### src/rtl/bcd_serial_add_ctrl.sv
// bcd_serial_add_ctrl
// -------------------
// Sequencer for a DIGITS-wide packed-BCD addition built around one external
// combinational single-digit BCD adder. Operands are captured on start, then
// one digit per clock is presented to the digit adder, from the least
// significant digit to the most significant digit. The decimal carry ripples
// through a register. When the last digit has been added, the assembled
// result is published together with a one-cycle done pulse.
//
// Optional feature (macro BCD_SUB_EN):
//   This macro adds the input 'sub'. When sub=1, the block computes A-B. Each
//   B digit is replaced by its nines complement, and the initial carry is
//   forced to 1. With BCD_SUB_EN undefined, the block only adds.
//
// Ports:
//   clk       in   system clock, rising edge
//   rst_n     in   asynchronous active-low reset
//   start     in   operation request, accepted only while idle
//   a, b      in   packed BCD operands, digit 0 in bits [3:0]
//   cin       in   carry into digit 0
//   sub       in   (BCD_SUB_EN only) subtract B from A
//   dig_a     out  digit adder A nibble
//   dig_b     out  digit adder B nibble
//   dig_cin   out  digit adder carry in
//   dig_sum   in   digit adder sum, same cycle
//   dig_cout  in   digit adder carry out, same cycle
//   busy      out  operation in progress (RUN and DONE)
//   done      out  one-cycle pulse, sum/cout valid
//   sum       out  packed BCD result, held until the next done
//   cout      out  final decimal carry, held until the next done
//   err       out  a captured operand nibble was above 9, held until next start

module bcd_serial_add_ctrl #(
    parameter int DIGITS = 4
) (
    input  logic                  clk,
    input  logic                  rst_n,
    input  logic                  start,
    input  logic [4*DIGITS-1:0]   a,
    input  logic [4*DIGITS-1:0]   b,
    input  logic                  cin,
`ifdef BCD_SUB_EN
    input  logic                  sub,
`endif
    output logic [3:0]            dig_a,
    output logic [3:0]            dig_b,
    output logic                  dig_cin,
    input  logic [3:0]            dig_sum,
    input  logic                  dig_cout,
    output logic                  busy,
    output logic                  done,
    output logic [4*DIGITS-1:0]   sum,
    output logic                  cout,
    output logic                  err
);

    localparam int W  = 4 * DIGITS;
    localparam int CW = (DIGITS > 1) ? $clog2(DIGITS) : 1;
    localparam logic [CW-1:0] LAST_DIGIT = CW'(DIGITS - 1);

    typedef enum logic [1:0] {
        IDLE = 2'd0,
        RUN  = 2'd1,
        DONE = 2'd2
    } state_t;

    state_t         state;
    logic [W-1:0]   a_sh;
    logic [W-1:0]   b_sh;
    logic           carry;
    logic [CW-1:0]  k;
    logic [W-1:0]   res;
    logic [W-1:0]   res_next;
    logic [W-1:0]   b_load;
    logic           cin_load;

    // True when any nibble of v is not a valid decimal digit.
    function automatic logic has_bad_digit(input logic [W-1:0] v);
        logic bad;
        bad = 1'b0;
        for (int i = 0; i < DIGITS; i++) begin
            if (v[4*i +: 4] > 4'd9) begin
                bad = 1'b1;
            end
        end
        return bad;
    endfunction

`ifdef BCD_SUB_EN
    // Nines complement of every digit. An invalid digit wraps modulo 16. The
    // result for such a digit does not matter, because err already flags it.
    function automatic logic [W-1:0] nines(input logic [W-1:0] v);
        logic [W-1:0] r;
        r = '0;
        for (int i = 0; i < DIGITS; i++) begin
            r[4*i +: 4] = 4'd9 - v[4*i +: 4];
        end
        return r;
    endfunction

    // Subtraction is A + nines(B) + 1. The complement is applied once at
    // capture, so the RUN datapath is the same for add and subtract.
    assign b_load   = sub ? nines(b) : b;
    assign cin_load = sub ? 1'b1 : cin;
`else
    assign b_load   = b;
    assign cin_load = cin;
`endif

    // Operands are kept in shift registers. The current digit is always the
    // low nibble, so the digit adder is fed without a wide multiplexer. The
    // carry register holds the captured carry-in for digit 0. After that it
    // holds the previous digit's carry-out.
    assign dig_a   = (state == RUN) ? a_sh[3:0] : 4'd0;
    assign dig_b   = (state == RUN) ? b_sh[3:0] : 4'd0;
    assign dig_cin = (state == RUN) ? carry     : 1'b0;

    // Partial result with the current digit's sum merged in. On the final
    // digit this is the complete result that is loaded into sum.
    always_comb begin
        res_next = res;
        for (int i = 0; i < DIGITS; i++) begin
            if (k == CW'(i)) begin
                res_next[4*i +: 4] = dig_sum;
            end
        end
    end

    // Control FSM and datapath registers.
    always_ff @(posedge clk or negedge rst_n) begin
        if (!rst_n) begin
            state <= IDLE;
            a_sh  <= '0;
            b_sh  <= '0;
            carry <= 1'b0;
            k     <= '0;
            res   <= '0;
            sum   <= '0;
            cout  <= 1'b0;
            err   <= 1'b0;
            busy  <= 1'b0;
            done  <= 1'b0;
        end else begin
            case (state)
                IDLE: begin
                    done <= 1'b0;
                    if (start) begin
                        a_sh  <= a;
                        b_sh  <= b_load;
                        carry <= cin_load;
                        k     <= '0;
                        res   <= '0;
                        err   <= has_bad_digit(a) | has_bad_digit(b);
                        busy  <= 1'b1;
                        state <= RUN;
                    end
                end

                RUN: begin
                    res   <= res_next;
                    carry <= dig_cout;
                    a_sh  <= a_sh >> 4;
                    b_sh  <= b_sh >> 4;
                    if (k == LAST_DIGIT) begin
                        sum   <= res_next;
                        cout  <= dig_cout;
                        done  <= 1'b1;
                        k     <= '0;
                        state <= DONE;
                    end else begin
                        k <= k + 1'b1;
                    end
                end

                DONE: begin
                    done  <= 1'b0;
                    busy  <= 1'b0;
                    state <= IDLE;
                end

                default: begin
                    done  <= 1'b0;
                    busy  <= 1'b0;
                    k     <= '0;
                    state <= IDLE;
                end
            endcase
        end
    end

endmodule

### config.mk
export PLATFORM = sky130hd
export DESIGN_NAME = bcd_serial_add_ctrl
export DESIGN_NICKNAME = d
export VERILOG_FILES = /design/src/rtl/bcd_serial_add_ctrl.sv
export SDC_FILE = /design/constraint.sdc
export NUM_CORES = 1
export LEC_CHECK = 0
export ABC_AREA = 1
export CAP_MARGIN = 20
export CORE_UTILIZATION = 39
export DETAILED_ROUTE_END_ITERATION = 8
export PLACE_DENSITY = 0.74
export SETUP_SLACK_MARGIN = 0.02
export SLEW_MARGIN = 15
export SYNTH_ARGS = -nofsm -noshare
export SYNTH_HDL_FRONTEND = slang
export SYNTH_SLANG_ARGS = --single-unit
### constraint.sdc
create_clock -name clk -period 1.5 [get_ports clk]
set_input_delay 0.3 -clock clk [delete_from_list [all_inputs] [get_ports clk]]
set_output_delay 0.3 -clock clk [all_outputs]
set_load 0.1 [all_outputs]
==> results of run 1 <==
## metal layers
layer / routed length (um) / up-vias
met5: 0 / -
met2: 3894 / 105
met1: 3080 / 1290
met3: 442 / 14
met4: 136 / 0
li1: - / 1343
## stage by stage
| step | setup slack, ns | hold slack, ns | util | cells | cell area, sq um |
|---|---|---|---|---|---|
| finish | -0.2191 | 0.3754 | 0.6276 | 556 | 4649 |
| global route | -0.2639 | 0.4136 | 0.6276 | 556 | 4649 |
| CTS | -0.2042 | 0.3870 | 0.6181 | 555 | 4579 |
| detailed placement | -0.07930 | 0.2058 | 0.5793 | 531 | 4292 |
| global placement | -0.01490 | 0.2036 | 0.5793 | 531 | 4292 |
| floorplan | -0.1832 | 0.004409 | - | 363 | 3143 |
## final timing paths
path	startpoint	slack [ns]	depth (start not counted)	endpoint
worst max-delay path	state[1]	-0.22	5	dig_a[0]
worst min-delay path	rst_n	0.38	2	sum[11]
worst max register to register	state[1]	0.06	8	sum[4]
worst min register to register	a_sh[15]	0.47	2	a_sh[15]
max in group asynchronous	rst_n	0.53	3	b_sh[10]
min in group clk	a_sh[15]	0.47	2	a_sh[15]
## cells in the final DEF (no fill, tap or decap)
master,n
nand2_1,119
dfrtp_1,69
o21ai_0,49
clkdlybuf4s50_1,39
buf_12,32
nor2_1,31
inv_1,26
buf_4,15
a21oi_1,14
clkbuf_8,11
nor2_4,10
o22ai_1,8
a22oi_1,5
ha_1,4
inv_4,2
nand3_1,2
a22o_1,2
clkinv_2,2
bufinv_16,2
buf_8,2
buf_6,2
inv_2,1
nand2_4,1
nor2_8,1
inv_6,1
a32o_1,1
a22oi_2,1
o21ai_1,1
clkbuf_1,1
clkbuf_16,1
dlygate4sd3_1,1
buf_2,1
## worst max-delay path, stage by stage (launching register included)
cell and delay (ns):
dfrtp_1 0.41, nor2_4 0.16, inv_4 0.07, buf_12 0.15, nor2_4 0.11, buf_12 0.18
## cell type report
| class | instances | share of cell area |
|---|---|---|
| tap | 99 | 0.02664 |
| inverter | 30 | 0.02637 |
| clock inverter | 4 | 0.01507 |
| sequential | 69 | 0.3714 |
| clock buffer | 12 | 0.03337 |
| multi-input combinational | 249 | 0.2613 |
| timing repair buffer | 93 | 0.2659 |
## synth_stat cells, drive strengths merged
cell type  instances
ha                 4
a21oi             14
nor2              42
a32o               1
a22o               2
clkbuf             8
nand2            120
a22oi              6
nand3              2
o22ai              8
dfrtp             69
inv               30
buf                7
o21ai             50
## sequential cells by signal (all words and copies together), names as in the netlist
| register | cells |
|---|---|
| err | 1 |
| sum | 16 |
| a_sh | 16 |
| busy | 1 |
| b_sh | 16 |
| res | 12 |
| carry | 1 |
| k | 2 |
| cout | 1 |
| done | 1 |
| state | 2 |
## kinds of logic (layout without fill, tap and decap cells)
| logic type | after synthesis | count (layout) |
|---|---|---|
| AND/OR/NAND/NOR | 164 | 164 |
| AO/OA/AOI/OAI | 81 | 81 |
| flip-flops | 69 | 69 |
| buffers and inverters | 45 | 139 |
| adder cells (fa/ha/maj) | 4 | 4 |
## repair_timing
item,4_1_cts,5_1_grt
endpoints found under the setup margin,9,41
pin swaps,4,2
hold endpoints to repair,12,0
resized for setup,0,15
cloned,0,1
hold buffers,1,0
setup buffers,7,2
==> summary.txt, run 1 <==
Status
  – Status: finished, violations left
  – Failing checks: setup timing

Global routing
  – Vias in the first global route: between 2k and 3k
  – Initial antenna violation count: 0
  – GR Layer Usage met1: 0.2477
  – Busiest grt layer: met2
  – Global-route wire length before repair: roughly 13 mm
  – Total gr overflow: 0
  – GR Layer Usage met2: 0.3448
  – Largest net degree at the start of global routing: 58
  – Met3 Use GR: 0.03451
  – GRT Util Overall: 0.2002

Yosys
  – Mapped Area: 3049 sq um
  – Synth Area in Simple Gates: 0.2089
  – Main combinational cell family by area after synthesis: simple AND/OR/NAND/NOR gates
  – Mux contribution to synthesized area: 0
  – Sequential share of the synthesized area: 0.5663
  – Post-Syn Instances: roughly 360
  – Post-Synth Adder-Cell Area: 0.01641
  – Fraction of synthesized cell area in xor and xnor cells: 0
  – Syn avg cell area: between 8 and 9 sq um
  – Synth Net Count: between 400 and 500
  – Synth area leaders: dfrtp_1 (57%), nand2_1 (15%), o21ai_0 (8.0%), nor2_1 (4.9%), inv_1 (3.2%)
  – Cell accounting for the most synthesized area: dfrtp_1
  – Synth Area in Compound Gates: 0.1453
  – Share of Yosys cell area claimed by the top area cell type: 0.5663
  – Synth unique cells: 20
  – Yosys reg bits: 69
  – Warnings from Yosys: 0

Setup path
  – CP endpoint kind: output port
  – Crit path kind: flop to output port
  – CP max FO: 5
  – CP arrival: 1.42 ns
  – Type of origin of the critical path: flop
  – WP data required: between 1 and 1.5 ns

Routing
  – Post-route ant nets: 0
  – Routed vias: about 2.8k
  – Drt drc: 0
  – DRT iter0 DRCs: between 200 and 300
  – DR WL/cell: 13.58 um
  – Total Wirelength: 7.552 mm
  – Router iterations before antenna repair: 4
  – Avg Vias per Cell: a little under 5

Worst hold path
  – Hold crit path type: input pin to asynchronous set/reset pin

STA
  – Final worst setup slack: -0.2191 ns
  – Final period util: 1.146
  – Clock skew: 0.006849 ns
  – Slew HR: 0.7902
  – Fin. Hold Viols: 0
  – Highest Clock Rate: between 500 and 600 MHz
  – Fin crit period: ~1.7 ns
  – Worst Max-Slew Pin Slew: approximately 0.31 ns
  – Max Slew Vio Count: 0
  – Final setup violation count: 9
  – Setup TNS: -1.852 ns
  – Unrepaired setup endpoints after global routing: yes

Die
  – Die area: ~8200 sq um
  – Placeable core region: between 7000 and 8000 sq um
  – DIE WIDTH: approximately 90 um
  – Initial Utilization: 0.4116
  – I/O pin cnt: 70
  – Rows: 31
  – Die Y: around 90 um

Finish
  – Sequential Area: around 1700 sq um
  – Multi-input logic area: 1215 sq um
  – Net count, final: 497
  – Filler cell count: between 500 and 600
  – ANT cells: 0
  – Share of cells above drive strength 1: 0.1860
  – Area delta synth->final: 52.48%

Clock tree
  – Clock Latency Late Sink: around 0.34 ns
  – Clock buffer depth: 2
  – CTS tree: done
  – Total CTS buffers: 9
  – Clock Pin Slew Worst Setup and Hold Paths: ~0.070 ns
  – Sink Count: a little under 70
  – Root Buffer Master: clkbuf_8
  – H-tree depth: 3

Place
  – Dpl hpwl: 5.162 mm
  – Final GP Congestion: around 0.81
  – # port buffers: just under 70

Flow run
  – Max Cap Viol: 0
Power of run 1 is not shown: default switching activity piles up to over one toggle a cycle in this logic, so the estimate is an artifact.
==> run 2: changes to the inputs <==
Settings changed: CAP_MARGIN 20 to unset, CTS_CLUSTER_DIAMETER set to 120, TNS_END_PERCENT set to 50.
==> run 2 against run 1 <==
- the run still ends with setup timing left
- critical endpoint is now dig_b[0]
- non-clock buffer count is the same
- routed wire length shrank 3.0%
- largest cell class unchanged
- clock skew grew 0.00098 ns
- core utilization shrank 1.0 points
- worst setup slack gained 0.037 ns
- register-to-register slack lost 0.04 ns
- sequential share of layout area grew 0.60 points
- cell area shrank 1.6%
- hold slack gained 0.060 ns
- die area is the same
==> summary.txt, run 2 (synthesized netlist as in run 1, its figures left out) <==
STA
  – Fin crit period: about 1.7 ns
  – Worst Max-Slew Pin Slew: around 0.43 ns
  – Final worst setup slack: -0.1817 ns
  – Slew HR: 0.7124
  – Highest Clock Rate: a little under 600 MHz
  – Final period util: 1.121
  – Final setup violation count: 9
  – Max Slew Vio Count: 0
  – Clock skew: 0.007830 ns
  – Fin. Hold Viols: 0
  – Unrepaired setup endpoints after global routing: yes

Die
  – Placeable core region: approximately 7400 sq um
  – I/O pin cnt: 70
  – Die area: around 8200 sq um
  – Die Y: roughly 90 um
  – Rows: 31
  – DIE WIDTH: approximately 90 um
  – Initial Utilization: 0.4116

Setup path
  – CP endpoint kind: output port
  – WP data required: 1.20 ns
  – CP max FO: 14
  – Type of origin of the critical path: flop
  – R2r setup slk: approximately 0.020 ns
  – Launch point of the worst path: state[0]
  – RR Endpoint: a_sh[11]
  – CP arrival: 1.38 ns
  – Worst r2r src: state[0]
  – Reg2Reg Depth: 8
  – Crit path kind: flop to output port

Flow run
  – Max Cap Viol: 0

Finish
  – Post-layout instance area: roughly 4600 sq um
  – Area delta synth->final: 50.06%
  – Most common cell after layout, fill and taps aside: nand2_1
  – Layout Cells excl Fill: between 500 and 600
  – Largest regs: a_sh x16, b_sh x16, sum x16
  – Filler cell count: a little over 600
  – Net count, final: a little under 500
  – Share of cells above drive strength 1: 0.1758
  – Most frequent cells in the layout: nand2_1 (120), dfrtp_1 (69), o21ai_0 (48)
  – Utilization after layout: 0.6176
  – ANT cells: 0

Place
  – # port buffers: 69
  – DP Cell Count: about 530
  – Final GP Congestion: around 0.8
  – Cell Area, Placed: ~4300 sq um
  – Dpl hpwl: around 5.2 mm

Clock tree
  – Sink Count: between 60 and 70
  – Clock buffer depth: 2
  – Root Buffer Master: clkbuf_8
  – CTS tree: done
  – Total CTS buffers: 9
  – Clock Latency Late Sink: 0.34 ns
  – H-tree depth: 3
  – Clock Pin Slew Worst Setup and Hold Paths: 0.07 ns

Global routing
  – Busiest grt layer: met2
  – GRT Util Overall: 0.1970
  – Initial antenna violation count: 0
  – GR Layer Usage met1: 0.2392
  – Global-route wire length before repair: between 10 and 15 mm
  – Met3 Use GR: 0.03620
  – Largest net degree at the start of global routing: 31
  – GR Layer Usage met2: 0.3365
  – Total gr overflow: 0
  – Vias in the first global route: around 2.8k

Routing
  – DR WL/cell: 13.22 um
  – Avg Vias per Cell: a little under 5
  – DRT iter0 DRCs: ~150
  – Routed vias: ~2.7k
  – Total Wirelength: ~7.3 mm
  – Router iterations before antenna repair: 4
  – Post-route ant nets: 0
  – Drt drc: 0

Status
  – Status: finished, violations left
  – Failing checks: setup timing

Worst hold path
  – Hold crit path type: input pin to asynchronous set/reset pin
-- run 2: critical path: stages (launching register included) --
cell and delay (ns):
dfrtp_1 0.36, inv_2 0.06, nor2_4 0.11, inv_2 0.06
buf_12 0.16, nor2_4 0.11, buf_12 0.18
-- run 2: final cells by class --
| type | count | area, sq um | area share |
|---|---|---|---|
| Inverter | 30 | 117.6 | 0.02570 |
| Tap cell | 99 | 123.9 | 0.02707 |
| Clock buffer | 12 | 145.1 | 0.03172 |
| Multi-Input combinational cell | 249 | 1202 | 0.2628 |
| Sequential cell | 69 | 1727 | 0.3774 |
| Clock inverter | 2 | 35.03 | 0.007657 |
| Timing Repair Buffer | 93 | 1225 | 0.2677 |
-- run 2: worst max-delay path by stage --
stage,endpoint,slack (ns)
2_1_floorplan,dig_a[0],-0.18
3_3_place_gp,b_sh[15],-0.01
3_5_place_dp,a_sh[12],-0.08
4_1_cts,dig_b[0],-0.20
5_1_grt,dig_a[2],-0.27
6_report,dig_b[0],-0.18
-- run 2: repair_timing --
action                                  4_1_cts  5_1_grt
hold buffers                                  1        0
cloned                                        1        0
pin swaps                                     3        1
gates resized for setup                       2        2
endpoints found under the hold margin        14        0
setup buffers                                 7        0
endpoints found under the setup margin       40       48
-- run 2: layer usage --
| layer | up-vias | share of wire |
|---|---|---|
| met5 | - | 0 |
| met3 | 12 | 0.047 |
| met4 | 0 | 0.017 |
| li1 | 1344 | - |
| met2 | 88 | 0.50 |
| met1 | 1282 | 0.44 |
-- run 2: metrics by stage --
step / setup TNS, ns / hold WS [ns] / setup slack (ns)
floorplan: -1.465 / 0.004409 / -0.1832
global placement: -0.02238 / 0.2564 / -0.01120
detailed placement: -1.678 / 0.2618 / -0.08281
CTS: -1.694 / 0.4431 / -0.1959
global route: -3.394 / 0.4601 / -0.2656
finish: -1.517 / 0.4354 / -0.1817
Power of run 2 is left out for the same reason.
==> run 3: changes to the inputs <==
Settings changed: CORE_MARGIN set to 2, SKIP_CTS_REPAIR_TIMING set to 1.
==> run 3 against run 2 <==
- the run still ends with setup timing left
- routed wire length up 2.3%
- register-to-register slack barely moved
- sequential cell count is the same
- fmax shrank 3.6%
- sequential share of layout area down 0.35 points
- global-route usage fell by 2.2 points
- first-iteration DRC count down 18%
- final cell count increased by 0.18%
- core utilization decreased by 1.4 points
- count of clock-buffer cells in the layout down 2
==> summary.txt, run 3 (synthesized netlist as in run 1, its figures left out) <==
Status
  – Status: finished, violations left
  – Failing checks: setup timing

Setup path
  – CP endpoint kind: output port
  – CP arrival: between 1 and 1.5 ns
  – WP data required: 1.20 ns
  – Type of origin of the critical path: flop
  – R2r setup slk: 0.03 ns
  – Crit path kind: flop to output port
  – CP max FO: 12

Routing
  – Router iterations before antenna repair: 4
  – DRT iter0 DRCs: 126
  – DR WL/cell: about 13 um
  – Drt drc: 0
  – Routed vias: approximately 2.7k
  – Avg Vias per Cell: 4.870
  – Post-route ant nets: 0
  – Total Wirelength: about 7.5 mm

Global routing
  – Initial antenna violation count: 0
  – Global-route wire length before repair: approximately 12 mm
  – GR Layer Usage met1: 0.2215
  – Vias in the first global route: 2605
  – Met3 Use GR: 0.03336
  – GRT Util Overall: 0.1749
  – Busiest grt layer: met2
  – Total gr overflow: 0
  – GR Layer Usage met2: 0.2981
  – Largest net degree at the start of global routing: 70

Die
  – Die area: between 8000 and 9000 sq um
  – DIE WIDTH: roughly 92 um
  – Initial Utilization: 0.3987
  – I/O pin cnt: 70
  – Placeable core region: roughly 7600 sq um
  – Die Y: 92.42 um
  – Rows: 32

STA
  – Final period util: 1.163
  – Final setup violation count: 9
  – Slew HR: 0.7603
  – Clock skew: just over 0.003 ns
  – Max Slew Vio Count: 0
  – Worst Max-Slew Pin Slew: 0.3596 ns
  – Fin crit period: around 1.7 ns
  – Fin. Hold Viols: 0
  – Setup TNS: -2.062 ns
  – Unrepaired setup endpoints after global routing: yes
  – Final worst setup slack: -0.2444 ns
  – Highest Clock Rate: between 500 and 600 MHz

Place
  – # port buffers: 69
  – Dpl hpwl: around 5 mm
  – Final GP Congestion: approximately 0.81

Clock tree
  – Clock buffer depth: 2
  – CTS tree: done
  – Root Buffer Master: clkbuf_8
  – Clock Latency Late Sink: 0.33 ns
  – Sink Count: 69
  – Clock Pin Slew Worst Setup and Hold Paths: 0.07 ns
  – H-tree depth: 3
  – Total CTS buffers: 9

Finish
  – Net count, final: roughly 490
  – Area delta synth->final: 51.46%
  – Filler cell count: between 600 and 700
  – Most common cell after layout, fill and taps aside: nand2_1
  – Most frequent cells in the layout: nand2_1 (120), dfrtp_1 (69), o21ai_0 (49)
  – Share of cells above drive strength 1: 0.1766
  – Largest regs: a_sh x16, b_sh x16, sum x16
  – Utilization after layout: 0.6039
  – ANT cells: 0

Worst hold path
  – Hold crit path type: flop to flop

Flow run
  – Max Cap Viol: 0
==> run 3: critical path, cell delays in order (launching register included) <==
cell,delay [ns]
dfrtp_1,0.37
inv_2,0.07
nor2_4,0.13
inv_4,0.08
buf_12,0.16
nor2_4,0.12
buf_12,0.18
==> run 3: cell type report <==
cell class | instances | area (sq um) | share of cell area
clock buffer | 10 | 137.6 | 0.02980
multi-input combinational | 249 | 1202 | 0.2604
timing repair buffer | 89 | 1217 | 0.2636
inverter | 30 | 120.1 | 0.02601
tap | 102 | 127.6 | 0.02763
sequential | 69 | 1727 | 0.3739
clock inverter | 6 | 86.33 | 0.01869
==> run 3: final timing paths <==
kind,startpoint,end,depth (start not counted)
max,state[0],dig_a[0],6
min,a_sh[14],a_sh[14],2
max reg2reg,state[0],a_sh[4],8
min reg2reg,a_sh[14],a_sh[14],2
max in group asynchronous,rst_n,a_sh[13],3
min in group asynchronous,rst_n,sum[8],3
==> run 3: metal layers <==
| metal | up-vias | part of all wire | routed length (um) |
|---|---|---|---|
| met3 | 6 | 0.046 | 346 |
| met5 | - | 0 | 0 |
| met2 | 79 | 0.51 | 3818 |
| met1 | 1287 | 0.44 | 3271 |
| li1 | 1331 | - | - |
| met4 | 0 | 0.0075 | 56 |
==> run 3: stage by stage <==
stage	setup slack, ns	area, sq um	instances	hold slack [ns]
5_1_grt	-0.3102	4618	555	0.5141
4_1_cts	-0.2387	4497	547	-0.01509
3_5_place_dp	-0.04023	4273	531	0.3492
3_3_place_gp	0.01418	4273	531	0.3453
6_report	-0.2444	4618	555	0.4769
2_1_floorplan	-0.1832	3143	363	0.004409
Power of run 3 is left out for the same reason.
